### src/rtl/tracker_pkg.sv
// rtl/tracker_pkg.sv - shared field positions, widths and FSM state for the colour box tracker
package tracker_pkg;

  localparam int PACK_W    = 49;
  localparam int PCLK_BIT  = 48;
  localparam int HS_BIT    = 47;
  localparam int VS_BIT    = 46;
  localparam int DE_BIT    = 45;
  localparam int R_HI      = 44;
  localparam int R_LO      = 37;
  localparam int G_HI      = 36;
  localparam int G_LO      = 29;
  localparam int B_HI      = 28;
  localparam int B_LO      = 21;
  localparam int X_HI      = 20;
  localparam int X_LO      = 10;
  localparam int Y_HI      = 9;
  localparam int Y_LO      = 0;
  localparam int PACK_XW   = X_HI - X_LO + 1;
  localparam int PACK_YW   = Y_HI - Y_LO + 1;

  localparam int PIX_CNT_W = 20;
  localparam int MISS_W    = 8;

  typedef enum logic [1:0] {
    WAIT_VS,
    ACCUM,
    COMMIT
  } tracker_state_t;

  // Inclusive window test; lo > hi can never be satisfied, so that channel never matches.
  function automatic logic in_window(input logic [7:0] v, input logic [7:0] lo,
                                     input logic [7:0] hi);
    return (v >= lo) && (v <= hi);
  endfunction

endpackage

### src/rtl/rgb_window_match.sv
// rtl/rgb_window_match.sv - first pipeline stage: registered RGB window match with x, y and vs
module rgb_window_match
  import tracker_pkg::*;
#(
  parameter int XW = 11,
  parameter int YW = 10
) (
  input  logic              clk,
  input  logic              rst,
  input  logic [PACK_W-1:0] i_pack,
  input  logic [7:0]        r_min,
  input  logic [7:0]        r_max,
  input  logic [7:0]        g_min,
  input  logic [7:0]        g_max,
  input  logic [7:0]        b_min,
  input  logic [7:0]        b_max,
  output logic              s1_match,
  output logic [XW-1:0]     s1_x,
  output logic [YW-1:0]     s1_y,
  output logic              s1_vs
);

  logic [7:0]         pix_r;
  logic [7:0]         pix_g;
  logic [7:0]         pix_b;
  logic [PACK_XW-1:0] pix_x;
  logic [PACK_YW-1:0] pix_y;
  logic               unused_pack_bits;

  assign pix_r = i_pack[R_HI:R_LO];
  assign pix_g = i_pack[G_HI:G_LO];
  assign pix_b = i_pack[B_HI:B_LO];
  assign pix_x = i_pack[X_HI:X_LO];
  assign pix_y = i_pack[Y_HI:Y_LO];

  // pclk copy and hs carry no information here; coordinates above the frame size are never produced.
  assign unused_pack_bits = ^{i_pack[PCLK_BIT], i_pack[HS_BIT], pix_x, pix_y};

  always_ff @(posedge clk) begin
    if (rst) begin
      s1_match <= 1'b0;
      s1_x     <= '0;
      s1_y     <= '0;
      s1_vs    <= 1'b0;
    end else begin
      s1_match <= i_pack[DE_BIT]
                & in_window(pix_r, r_min, r_max)
                & in_window(pix_g, g_min, g_max)
                & in_window(pix_b, b_min, b_max);
      s1_x     <= pix_x[XW-1:0];
      s1_y     <= pix_y[YW-1:0];
      s1_vs    <= i_pack[VS_BIT];
    end
  end

endmodule

### src/rtl/color_box_tracker.sv
// rtl/color_box_tracker.sv - per-frame bounding box of pixels inside an RGB window, with min-count and miss-hold
module color_box_tracker
  import tracker_pkg::*;
#(
  parameter int H_ACT       = 1280,
  parameter int V_ACT       = 720,
  parameter int MIN_PIXELS  = 64,
  parameter int MISS_FRAMES = 4,
  localparam int XW         = $clog2(H_ACT),
  localparam int YW         = $clog2(V_ACT)
) (
  input  logic                 clk,
  input  logic                 rst,
  input  logic [PACK_W-1:0]    i_pack,
  input  logic [7:0]           r_min,
  input  logic [7:0]           r_max,
  input  logic [7:0]           g_min,
  input  logic [7:0]           g_max,
  input  logic [7:0]           b_min,
  input  logic [7:0]           b_max,
  output logic [XW-1:0]        start_x,
  output logic [YW-1:0]        start_y,
  output logic [XW-1:0]        end_x,
  output logic [YW-1:0]        end_y,
  output logic                 box_valid,
  output logic [PIX_CNT_W-1:0] pix_count,
  output logic                 frame_done
);

  localparam logic [XW-1:0]        X_LAST     = XW'(H_ACT - 1);
  localparam logic [YW-1:0]        Y_LAST     = YW'(V_ACT - 1);
  localparam logic [PIX_CNT_W-1:0] CNT_MAX    = '1;
  localparam logic [PIX_CNT_W-1:0] MIN_CNT    = PIX_CNT_W'(MIN_PIXELS);
  localparam logic [MISS_W-1:0]    MISS_LIMIT = MISS_W'(MISS_FRAMES);
  localparam logic [MISS_W-1:0]    MISS_MAX   = '1;

  logic                 s1_match;
  logic [XW-1:0]        s1_x;
  logic [YW-1:0]        s1_y;
  logic                 s1_vs;

  logic                 vs_s2;
  logic                 vs_s2_d;
  logic                 vs_rise;

  logic [XW-1:0]        min_x;
  logic [XW-1:0]        max_x;
  logic [YW-1:0]        min_y;
  logic [YW-1:0]        max_y;
  logic [PIX_CNT_W-1:0] cnt;
  logic [MISS_W-1:0]    miss_cnt;
  logic [MISS_W-1:0]    miss_nxt;

  tracker_state_t       state;
  tracker_state_t       state_nxt;
  logic                 acc_clear;
  logic                 acc_en;
  logic                 do_commit;

  rgb_window_match #(
    .XW (XW),
    .YW (YW)
  ) u_match (
    .clk      (clk),
    .rst      (rst),
    .i_pack   (i_pack),
    .r_min    (r_min),
    .r_max    (r_max),
    .g_min    (g_min),
    .g_max    (g_max),
    .b_min    (b_min),
    .b_max    (b_max),
    .s1_match (s1_match),
    .s1_x     (s1_x),
    .s1_y     (s1_y),
    .s1_vs    (s1_vs)
  );

  // vs delayed to the accumulator stage, so the frame's last pixel lands before the edge is seen.
  always_ff @(posedge clk) begin
    if (rst) begin
      vs_s2   <= 1'b0;
      vs_s2_d <= 1'b0;
    end else begin
      vs_s2   <= s1_vs;
      vs_s2_d <= vs_s2;
    end
  end

  assign vs_rise  = vs_s2 & ~vs_s2_d;
  assign miss_nxt = (miss_cnt == MISS_MAX) ? miss_cnt : miss_cnt + MISS_W'(1);

  always_ff @(posedge clk) begin
    if (rst) begin
      state <= WAIT_VS;
    end else begin
      state <= state_nxt;
    end
  end

  always_comb begin
    state_nxt = state;
    acc_clear = 1'b0;
    acc_en    = 1'b0;
    do_commit = 1'b0;
    case (state)
      WAIT_VS: begin
        if (vs_rise) begin
          acc_clear = 1'b1;
          state_nxt = ACCUM;
        end
      end
      ACCUM: begin
        acc_en = 1'b1;
        if (vs_rise) begin
          state_nxt = COMMIT;
        end
      end
      COMMIT: begin
        do_commit = 1'b1;
        acc_clear = 1'b1;
        state_nxt = ACCUM;
      end
      default: begin
        state_nxt = WAIT_VS;
      end
    endcase
  end

  // Clearing wins over a same-cycle match; such a pixel can only arrive during vs.
  always_ff @(posedge clk) begin
    if (rst || acc_clear) begin
      min_x <= X_LAST;
      min_y <= Y_LAST;
      max_x <= '0;
      max_y <= '0;
      cnt   <= '0;
    end else if (acc_en && s1_match) begin
      if (s1_x < min_x) min_x <= s1_x;
      if (s1_y < min_y) min_y <= s1_y;
      if (s1_x > max_x) max_x <= s1_x;
      if (s1_y > max_y) max_y <= s1_y;
      if (cnt != CNT_MAX) cnt <= cnt + PIX_CNT_W'(1);
    end
  end

  always_ff @(posedge clk) begin
    if (rst) begin
      start_x    <= '0;
      start_y    <= '0;
      end_x      <= '0;
      end_y      <= '0;
      box_valid  <= 1'b0;
      pix_count  <= '0;
      frame_done <= 1'b0;
      miss_cnt   <= '0;
    end else begin
      frame_done <= do_commit;
      if (do_commit) begin
        pix_count <= cnt;
        if (cnt >= MIN_CNT) begin
          start_x   <= min_x;
          start_y   <= min_y;
          end_x     <= max_x;
          end_y     <= max_y;
          box_valid <= 1'b1;
          miss_cnt  <= '0;
        end else begin
          miss_cnt <= miss_nxt;
          // Drop the box only on the exact miss that reaches the limit; later misses keep it cleared.
          if (miss_nxt == MISS_LIMIT) begin
            start_x   <= '0;
            start_y   <= '0;
            end_x     <= '0;
            end_y     <= '0;
            box_valid <= 1'b0;
          end
        end
      end
    end
  end

endmodule

### config.mk
export PLATFORM = sky130hd
export DESIGN_NAME = color_box_tracker
export DESIGN_NICKNAME = d
export VERILOG_FILES = /design/src/rtl/tracker_pkg.sv /design/src/rtl/rgb_window_match.sv /design/src/rtl/color_box_tracker.sv
export SDC_FILE = /design/constraint.sdc
export NUM_CORES = 1
export LEC_CHECK = 0
export ABC_AREA = 1
export CORE_MARGIN = 2
export CORE_UTILIZATION = 45
export CTS_BUF_LIST = sky130_fd_sc_hd__clkbuf_4 sky130_fd_sc_hd__clkbuf_8
export DETAILED_ROUTE_END_ITERATION = 8
export DONT_BUFFER_PORTS = 1
export PLACE_DENSITY = 0.7
export RECOVER_POWER = 100
export SYNTH_ARGS = -nofsm -noshare
export SYNTH_HDL_FRONTEND = slang
export SYNTH_SLANG_ARGS = --single-unit
export TNS_END_PERCENT = 10
### constraint.sdc
create_clock -name clk -period 3.7 [get_ports clk]
set_input_delay 0.555 -clock clk [delete_from_list [all_inputs] [get_ports clk]]
set_output_delay 0.555 -clock clk [all_outputs]
set_load 0.03 [all_outputs]
==> flow_summary.ini, run 1 <==
[yosys]
synth_seq_cells = 161
synth.net_count = 1349
ys_warn_count = 0
synth_cell_types = 39
syn_inst = 1159
synth-seq-area-share = 0.375
yosys.area.top_type = dfxtp_1
synth_area_leaders = dfxtp_1 (38%), ha_1 (13%), a21oi_1 (9.1%)
syn_area_per_cell_um2 = 7.41
synth_top_area_frac = 0.375
synth_area_mm2 = 0.00859

[detailed_routing]
wl_mm = 20.2
drtIter0Drc = 288
routed-wl-met3_mm = 1.08
drtPass1Iterations = 5
highest_layer = met4
wl_per_cell_um = 14.6
drc_errors = 0
wl_met2_mm = 9.74
viasPerCell = 5.23
via_count = 7239
ant_nets = 0
wl_met1_mm = 9.01

[worst_setup_path]
cp_data_arrival_time_ns = 3.05
critPathSlowestCell = nor3_1
endpoint_kind = flop
worstPathCellList = ha_1, inv_1, nor3_1, nand2_1, nor2_1, a21oi_1, clkbuf_1, nand2_1, o21ai_0, a21oi_1
cp_top_family = simple AND/OR/NAND/NOR gates
worst-path-buf-inv = 2
worstPathMaxFanout = 20
criticalPathCategory = flop to flop
required_ns = 4.08
critPathLaunchType = flop
max_stage_delay_ns = 0.43

[cells_and_area]
drive_above_1_share = 0.0487
syn_to_final_growth_pct = 4.98
fillers = 1856
finalNonFillerCells = 1385
multi_input_area_mm2 = 0.00440
final_cell_mix = inv_1 (173), nand2_1 (164), dfxtp_1 (161)
regArea_mm2 = 0.00322
layout.nets = 1329
diodes = 0
layout_commonest_cell = inv_1

[die]
fp-row-count = 50
io-pin-count = 163
core-area_mm2 = 0.0187
dieArea_mm2 = 0.0202
die_x_um = 142
die_y_um = 142
initial_core_util = 0.459

[clock_network]
clock_latency_ns = 0.45
cts_resized = 0
post-cts-setup-buffers = 0
cts.sinks = 161
numCtsBuffers = 17
htreeDepth = 4
cts_tree = yes
clk_pin_slew_ns = 0.08
clk_path_buf_depth = 2
cts_root_buf = clkbuf_8
hold_buffers = 0

[placed_design]
numPlacedInstances = 1354
portBuffers = 0
dp_hpwl_mm = 14.7
gp_congestion = 0.905

[power_and_ir_drop]
power.density_mw_per_mm2 = 364
ir_drop_uv = 249
leakage_nw = 4.02
total_power_mw = 3.28

[status]
outcome = finished clean

[grt]
grt_pass1_vias = 6781
grt_max_degree = 80
grt_pass1_wl_mm = 32.8
gr-usage-all-layers = 0.202
gr-total-overflow = 0
antenna_found_initial = 0

[sta]
finalCritPeriodShare = 0.723
rsz0062_at_grt = false
tns_ns = 0
slew_headroom = 0.370
maxSlewViolCount = 0
finalHoldViolCount = 0
final-setup-viol-count = 0
tightestPinTransition_ns = 0.945
finClkSkew_ns = 0.0144
period_minus_slack_ns = 2.67
fmax_mhz = 374

[run]
maxCapViolations = 0

[hold_path]
hold_class = primary input to flop
sequential cells by signal, summed over array words and instances (netlist names), 2 cells and up:
name,flops
cnt,20
pix_count,20
end_x,11
max_x,11
min_x,11
start_x,11
u_match.s1_x,11
end_y,10
max_y,10
min_y,10
start_y,10
u_match.s1_y,10
miss_cnt,8
state,2
synth_stat cells, drive strengths merged:
cell	n
a21oi	157
o211ai	2
a31oi	1
dfxtp	161
o21ai	68
nand2	167
inv	177
nor3	16
nand4	15
o2111ai	1
nand3b	3
clkinv	2
nor4	2
or2	1
xor2	10
clkbuf	27
buf	18
o21a	2
nand3	122
a22oi	2
nor2	106
a21boi	1
a211oi	5
ha	91
o221ai	1
o21bai	1
cell families after synthesis:
group | share of synthesized area
flops | 0.375
simple gates | 0.232
buf+inv | 0.104
xor+xnor | 0.0102
fa+ha+maj | 0.132
compound gates | 0.146
routing by layer:
| metal | vias to the layer above | track usage |
|---|---|---|
| met4 | 0 | 0.0684 |
| li1 | 3780 | - |
| met3 | 24 | 0.0532 |
| met5 | - | 0 |
| met2 | 170 | 0.344 |
| met1 | 3265 | 0.248 |
worst paths after layout:
kind	startpoint	to	slack (ns)	cells past startpoint
worst max-delay path	cnt[0]	cnt[6]	1.03	10
worst min-delay path	rst	state[0]	0.19	1
worst max register to register	cnt[0]	cnt[6]	1.03	10
worst min register to register	u_match.s1_vs	vs_s2	0.43	2
through the flow:
step / hold slack, ns / setup slack, ns / instance area [um2] / utilization
final: 0.194 / 1.03 / 9020 / 0.482
after global routing: 0.143 / 0.805 / 9020 / 0.482
after CTS: 0.148 / 1.37 / 9110 / 0.487
after detailed placement: 0.417 / 1.21 / 8720 / 0.466
after global placement: 0.405 / 1.22 / 8720 / 0.466
after floorplan: 0.388 / 1.93 / 8590 / -
power breakdown:
part	switching (mW)	internal, mW	total [mW]	leakage, nW
Sequential	0.0206	1.75	1.77	1.30
Combinational	0.133	0.0878	0.221	2.53
Clock	0.644	0.652	1.30	0.191
Total	0.797	2.49	3.28	4.02
cell type report:
type                            count  area share
Clock inverter                      9      0.0121
Multi-Input combinational cell    774       0.488
Timing Repair Buffer                6     0.00430
Sequential cell                   161       0.357
Inverter                          179      0.0746
Clock buffer                       22      0.0315
Tap cell                          234      0.0325
(Power assumes the default switching activity.)
==> run 2, diff against run 1 <==
==> constraint.sdc (replaced) <==
create_clock -name clk -period 2.7 [get_ports clk]
set_input_delay 0.405 -clock clk [delete_from_list [all_inputs] [get_ports clk]]
set_output_delay 0.405 -clock clk [all_outputs]
set_load 0.03 [all_outputs]
==> run 2 against run 1 <==
The flow now finishes with violations (capacitance limit, slew limit); die area is the same; clock-buffer cell count rose by 1; non-clock buffer count up 3; clock skew is 0.0043 ns lower; utilization up 0.47 points; flip-flop and latch count did not move; power grew 41%; largest cell class unchanged.
==> flow_summary.ini, run 2 (synthesis gave the netlist of run 1 again) <==
[detailed_routing]
via_count = 7331
drtPass1Iterations = 5
wl_per_cell_um = 14.9
viasPerCell = 5.28
drtIter0Drc = 315
wl_mm = 20.6
drc_errors = 0
ant_nets = 0

[sta]
finClkSkew_ns = 0.0101
fmax_mhz = 414
finalCritPeriodShare = 0.895
tightestPinTransition_ns = 2.04
maxSlewViolCount = 44
hold-worst-slack_ns = 0.0202
slew_headroom = -0.357
final-setup-viol-count = 0
rsz0062_at_grt = false
finalHoldViolCount = 0
worst_slack_ns = 0.283
period_minus_slack_ns = 2.42
tns_ns = 0

[grt]
gr-total-overflow = 0
grt_pass1_wl_mm = 33.4
grt_pass1_vias = 7038
gr-usage-all-layers = 0.205
grt_max_degree = 77
antenna_found_initial = 0

[worst_setup_path]
cp_data_arrival_time_ns = 2.74
worstPathMaxFanout = 21
ff2ff_path_depth = 9
critPathLaunchType = flop
required_ns = 3.02
cp_common_cell = inv_1
crit-reg2reg-launch = cnt[0]
endpoint_kind = flop
ff2ff_setup_slack_ns = 0.28
critPathSlowestCell = inv_1
max_stage_delay_ns = 0.46
criticalPathCategory = flop to flop
worstPathCellList = ha_1, inv_1, nor3_4, nand2_1, nor2_2, a21oi_4, inv_1, o21ai_0, a21oi_1
rr_endpoint = cnt[3]

[die]
core-area_mm2 = 0.0187
dieArea_mm2 = 0.0202
io-pin-count = 163
die_x_um = 142
die_y_um = 142
fp-row-count = 50
initial_core_util = 0.459

[clock_network]
cts_root_buf = clkbuf_8
clk_path_buf_depth = 2
htreeDepth = 4
cts_tree = yes
cts.sinks = 161
clk_pin_slew_ns = 0.08
numCtsBuffers = 17
post-cts-setup-buffers = 0
clock_latency_ns = 0.46

[hold_path]
hold_depth = 1
hold_class = primary input to flop
whs_endpoint = u_match.s1_y[8]
worstHoldStart = rst

[cells_and_area]
fillers = 1906
drive_above_1_share = 0.0468
diodes = 0
layout_commonest_cell = inv_1
final_cell_mix = inv_1 (175), nand2_1 (164), dfxtp_1 (161)
layout.nets = 1332
top_regs = cnt: 20 flops, pix_count: 20 flops
syn_to_final_growth_pct = 6.00

[placed_design]
portBuffers = 0
pre_cts_ws_ns = 0.0295
gp_congestion = 0.904
dp_hpwl_mm = 14.9

[run]
maxCapViolations = 1

[power_and_ir_drop]
power.density_mw_per_mm2 = 509
leakage_nw = 4.09
ir_drop_uv = 489

[status]
outcome = complete, but fails checks
failed_checks = capacitance limit, slew limit
==> run 2: where the power goes <==
part | switching, mW | internal (mW) | leakage (nW) | total [mW]
registers | 0.0280 | 2.39 | 1.30 | 2.42
logic | 0.201 | 0.124 | 2.57 | 0.325
clock network | 0.861 | 1.03 | 0.219 | 1.89
==> run 2: area by class of cell <==
| class | count | area, um2 | area share |
|---|---|---|---|
| Multi-Input combinational cell | 774 | 4410 | 0.484 |
| Sequential cell | 161 | 3220 | 0.354 |
| Inverter | 179 | 672 | 0.0738 |
| Clock buffer | 23 | 304 | 0.0334 |
| Tap cell | 234 | 293 | 0.0321 |
| Clock inverter | 9 | 129 | 0.0141 |
| Timing Repair Buffer | 9 | 77.6 | 0.00852 |
==> run 2: worst max path at each step <==
stage | from | endpoint | slack, ns | cells past startpoint
3_5_place_dp | cnt[0] | cnt[3] | 0.03 | 9
4_1_cts | cnt[0] | cnt[3] | 0.007 | 9
5_1_grt | cnt[0] | cnt[3] | 0.13 | 9
6_report | cnt[0] | cnt[3] | 0.28 | 9
3_3_place_gp | cnt[0] | cnt[3] | 0.07 | 9
2_1_floorplan | max_x[10] | max_x[8] | 0.93 | 11
==> run 2: per-stage QoR <==
step / cells / area [um2] / util / power [mW]
final: 1389 / 9110 / 0.487 / 4.64
after global routing: 1389 / 9110 / 0.487 / 4.86
after CTS: 1387 / 9170 / 0.490 / 4.67
after detailed placement: 1354 / 8730 / 0.467 / 2.79
after global placement: 1354 / 8730 / 0.467 / 2.77
after floorplan: 1159 / 8590 / - / 2.72
==> run 2: repair_timing <==
item	CTS	global route
endpoints found under the hold margin	4	43
hold buffers	1	2
setup endpoints to repair	0	18
gates resized for setup	0	1
==> run 2: layer usage <==
| layer | up-vias | GRT usage | routed length [um] |
|---|---|---|---|
| li1 | 3777 | - | - |
| met1 | 3364 | 0.253 | 9230 |
| met2 | 169 | 0.349 | 10000 |
| met3 | 21 | 0.0609 | 1190 |
| met4 | 0 | 0.0521 | 214 |
| met5 | - | 0 | 0 |
==> run 2: critical path: cells and delay by family (launching register included) <==
family / cells / cell delay (ns)
adders and majority gates: 1 / 0.26
and+or+nand+nor: 3 / 0.25
buffers and inverters: 2 / 0.61
DFF: 1 / 0.34
AOI/OAI and AO/OA: 3 / 0.80
==> run 3, diff against run 2 <==
--- a/config.mk
+++ b/config.mk
@@ -6,13 +6,13 @@
 export NUM_CORES = 1
 export LEC_CHECK = 0
 export ABC_AREA = 1
-export CORE_MARGIN = 2
 export CORE_UTILIZATION = 45
 export CTS_BUF_LIST = sky130_fd_sc_hd__clkbuf_4 sky130_fd_sc_hd__clkbuf_8
 export DETAILED_ROUTE_END_ITERATION = 8
 export DONT_BUFFER_PORTS = 1
 export PLACE_DENSITY = 0.7
 export RECOVER_POWER = 100
+export SLEW_MARGIN = 20
 export SYNTH_ARGS = -nofsm -noshare
 export SYNTH_HDL_FRONTEND = slang
 export SYNTH_SLANG_ARGS = --single-unit
==> run 3 against run 2 <==
The flow now finishes without violations; flip-flop and latch count did not move; clock-buffer cell count is 3 lower; clock power fell by 6%; final cell count is 0.43% higher; power decreased by 2.3%; via count is 1.3% higher; utilization up 0.17 points; largest power group unchanged; highest routed layer unchanged.
==> flow_summary.ini, run 3 (synthesis gave the netlist of run 1 again) <==
[cells_and_area]
layout_commonest_cell = inv_1
final_util = 0.489
final_cell_mix = inv_1 (175), nand2_1 (164), dfxtp_1 (161)
multi_input_area_mm2 = 0.00441
stdcell_area_mm2 = 0.00914
layout.nets = 1338
diodes = 0
fillers = 1821
syn_to_final_growth_pct = 6.36
regArea_mm2 = 0.00322
drive_above_1_share = 0.0465
finalNonFillerCells = 1395
top_regs = cnt: 20 flops, pix_count: 20 flops

[status]
outcome = finished clean

[clock_network]
clk_path_buf_depth = 2
cts_tree = yes
clk_pin_slew_ns = 0.08
htreeDepth = 4
numCtsBuffers = 17
cts.sinks = 161
clock_latency_ns = 0.46
cts_root_buf = clkbuf_8

[placed_design]
portBuffers = 0
numPlacedInstances = 1354
pre_cts_ws_ns = 0.0351
gp_congestion = 0.922
dp_hpwl_mm = 14.7
postPlaceCellArea_mm2 = 0.00873

[power_and_ir_drop]
leakage_nw = 4.10
pwr-share-seq = 0.534
clock_power_share = 0.390
p_switching_mw = 1.14
ir_drop_uv = 465
internal_power_mw = 3.40
power.density_mw_per_mm2 = 496
combPwrFrac = 0.075
total_power_mw = 4.53
switching_share = 0.251

[sta]
final-setup-viol-count = 0
worst_slack_ns = 0.257
slew_headroom = 0.0715
tns_ns = 0
finClkSkew_ns = 0.0101
rsz0062_at_grt = false
finalHoldViolCount = 0
hold-worst-slack_ns = 0.0512
finalCritPeriodShare = 0.905
maxSlewViolCount = 0
period_minus_slack_ns = 2.44
tightestPinTransition_ns = 1.39
fmax_mhz = 409

[worst_setup_path]
critPathLaunchType = flop
worstPathMaxFanout = 21
cp_data_arrival_time_ns = 2.82
endpoint_kind = flop
criticalPathCategory = flop to flop
required_ns = 3.08

[die]
dieArea_mm2 = 0.0197
io-pin-count = 163
die_y_um = 140
fp-row-count = 50
initial_core_util = 0.459
core-area_mm2 = 0.0187
die_x_um = 140

[hold_path]
hold_class = primary input to flop

[detailed_routing]
wl_per_cell_um = 15.1
viasPerCell = 5.32
drtIter0Drc = 362
ant_nets = 0
wl_mm = 21.1
drtPass1Iterations = 6
via_count = 7425
drc_errors = 0

[grt]
gr-total-overflow = 0
grt_pass1_vias = 6980
antenna_found_initial = 0
gr-usage-all-layers = 0.212
grt_max_degree = 78
grt_pass1_wl_mm = 33.4

[run]
maxCapViolations = 0
[run 3: cell types whose count changed in the layout (fill, tap and decap cells not counted)]
| cell | delta |
|---|---|
| inv_6 | +1 |
| clkbuf_8 | -3 |
| bufinv_16 | -1 |
| dlygate4sd3_1 | +7 |
| clkinvlp_4 | -1 |
| clkbuf_1 | -1 |
| clkinv_4 | +4 |
[run 3: power by group through the flow]
stage                     registers, mW  clock network, mW  logic [mW]
final                              2.42               1.77       0.341
after global routing               2.43               1.94       0.404
after CTS                          2.42               1.80       0.312
after detailed placement           2.48                  0       0.306
after global placement             2.48                  0       0.295
after floorplan                    2.47                  0       0.256
[run 3: cell type report]
class | count | share of cell area
multi-input cells | 774 | 0.483
flip-flops and latches | 161 | 0.353
inverters | 179 | 0.0735
well taps | 234 | 0.0320
clock buffers | 20 | 0.0287
repair buffers | 15 | 0.0157
clock inverters | 12 | 0.0148
[run 3: timing repair]
item	in CTS	in global routing
hold endpoints to repair	1	17
endpoints found under the setup margin	0	18
gates resized for setup	0	1
hold buffers	2	7
buffers inserted	0	0
[run 3: per-layer routing]
metal / track usage / vias up / share of wire
met5: 0 / - / 0
met4: 0.0596 / 0 / 0.012
met3: 0.0646 / 29 / 0.071
met2: 0.371 / 209 / 0.49
met1: 0.249 / 3389 / 0.43
li1: - / 3798 / -
[run 3: final timing paths]
check,depth (start not counted),slack (ns),to,start
worst min-delay path,2,0.05,u_match.s1_y[9],i_pack[9]
worst max register to register,9,0.26,cnt[1],cnt[0]
worst max-delay path,9,0.26,cnt[1],cnt[0]
worst min register to register,2,0.42,vs_s2,u_match.s1_vs
[run 3: worst max-delay path, cell delays in order (launching register included)]
cell and delay (ns):
dfxtp_1 0.39, ha_1 0.27, inv_1 0.13, nor3_4 0.17
nand2_1 0.12, nor2_2 0.24, a21oi_4 0.20, inv_1 0.53
o21ai_0 0.16, a21oi_1 0.16
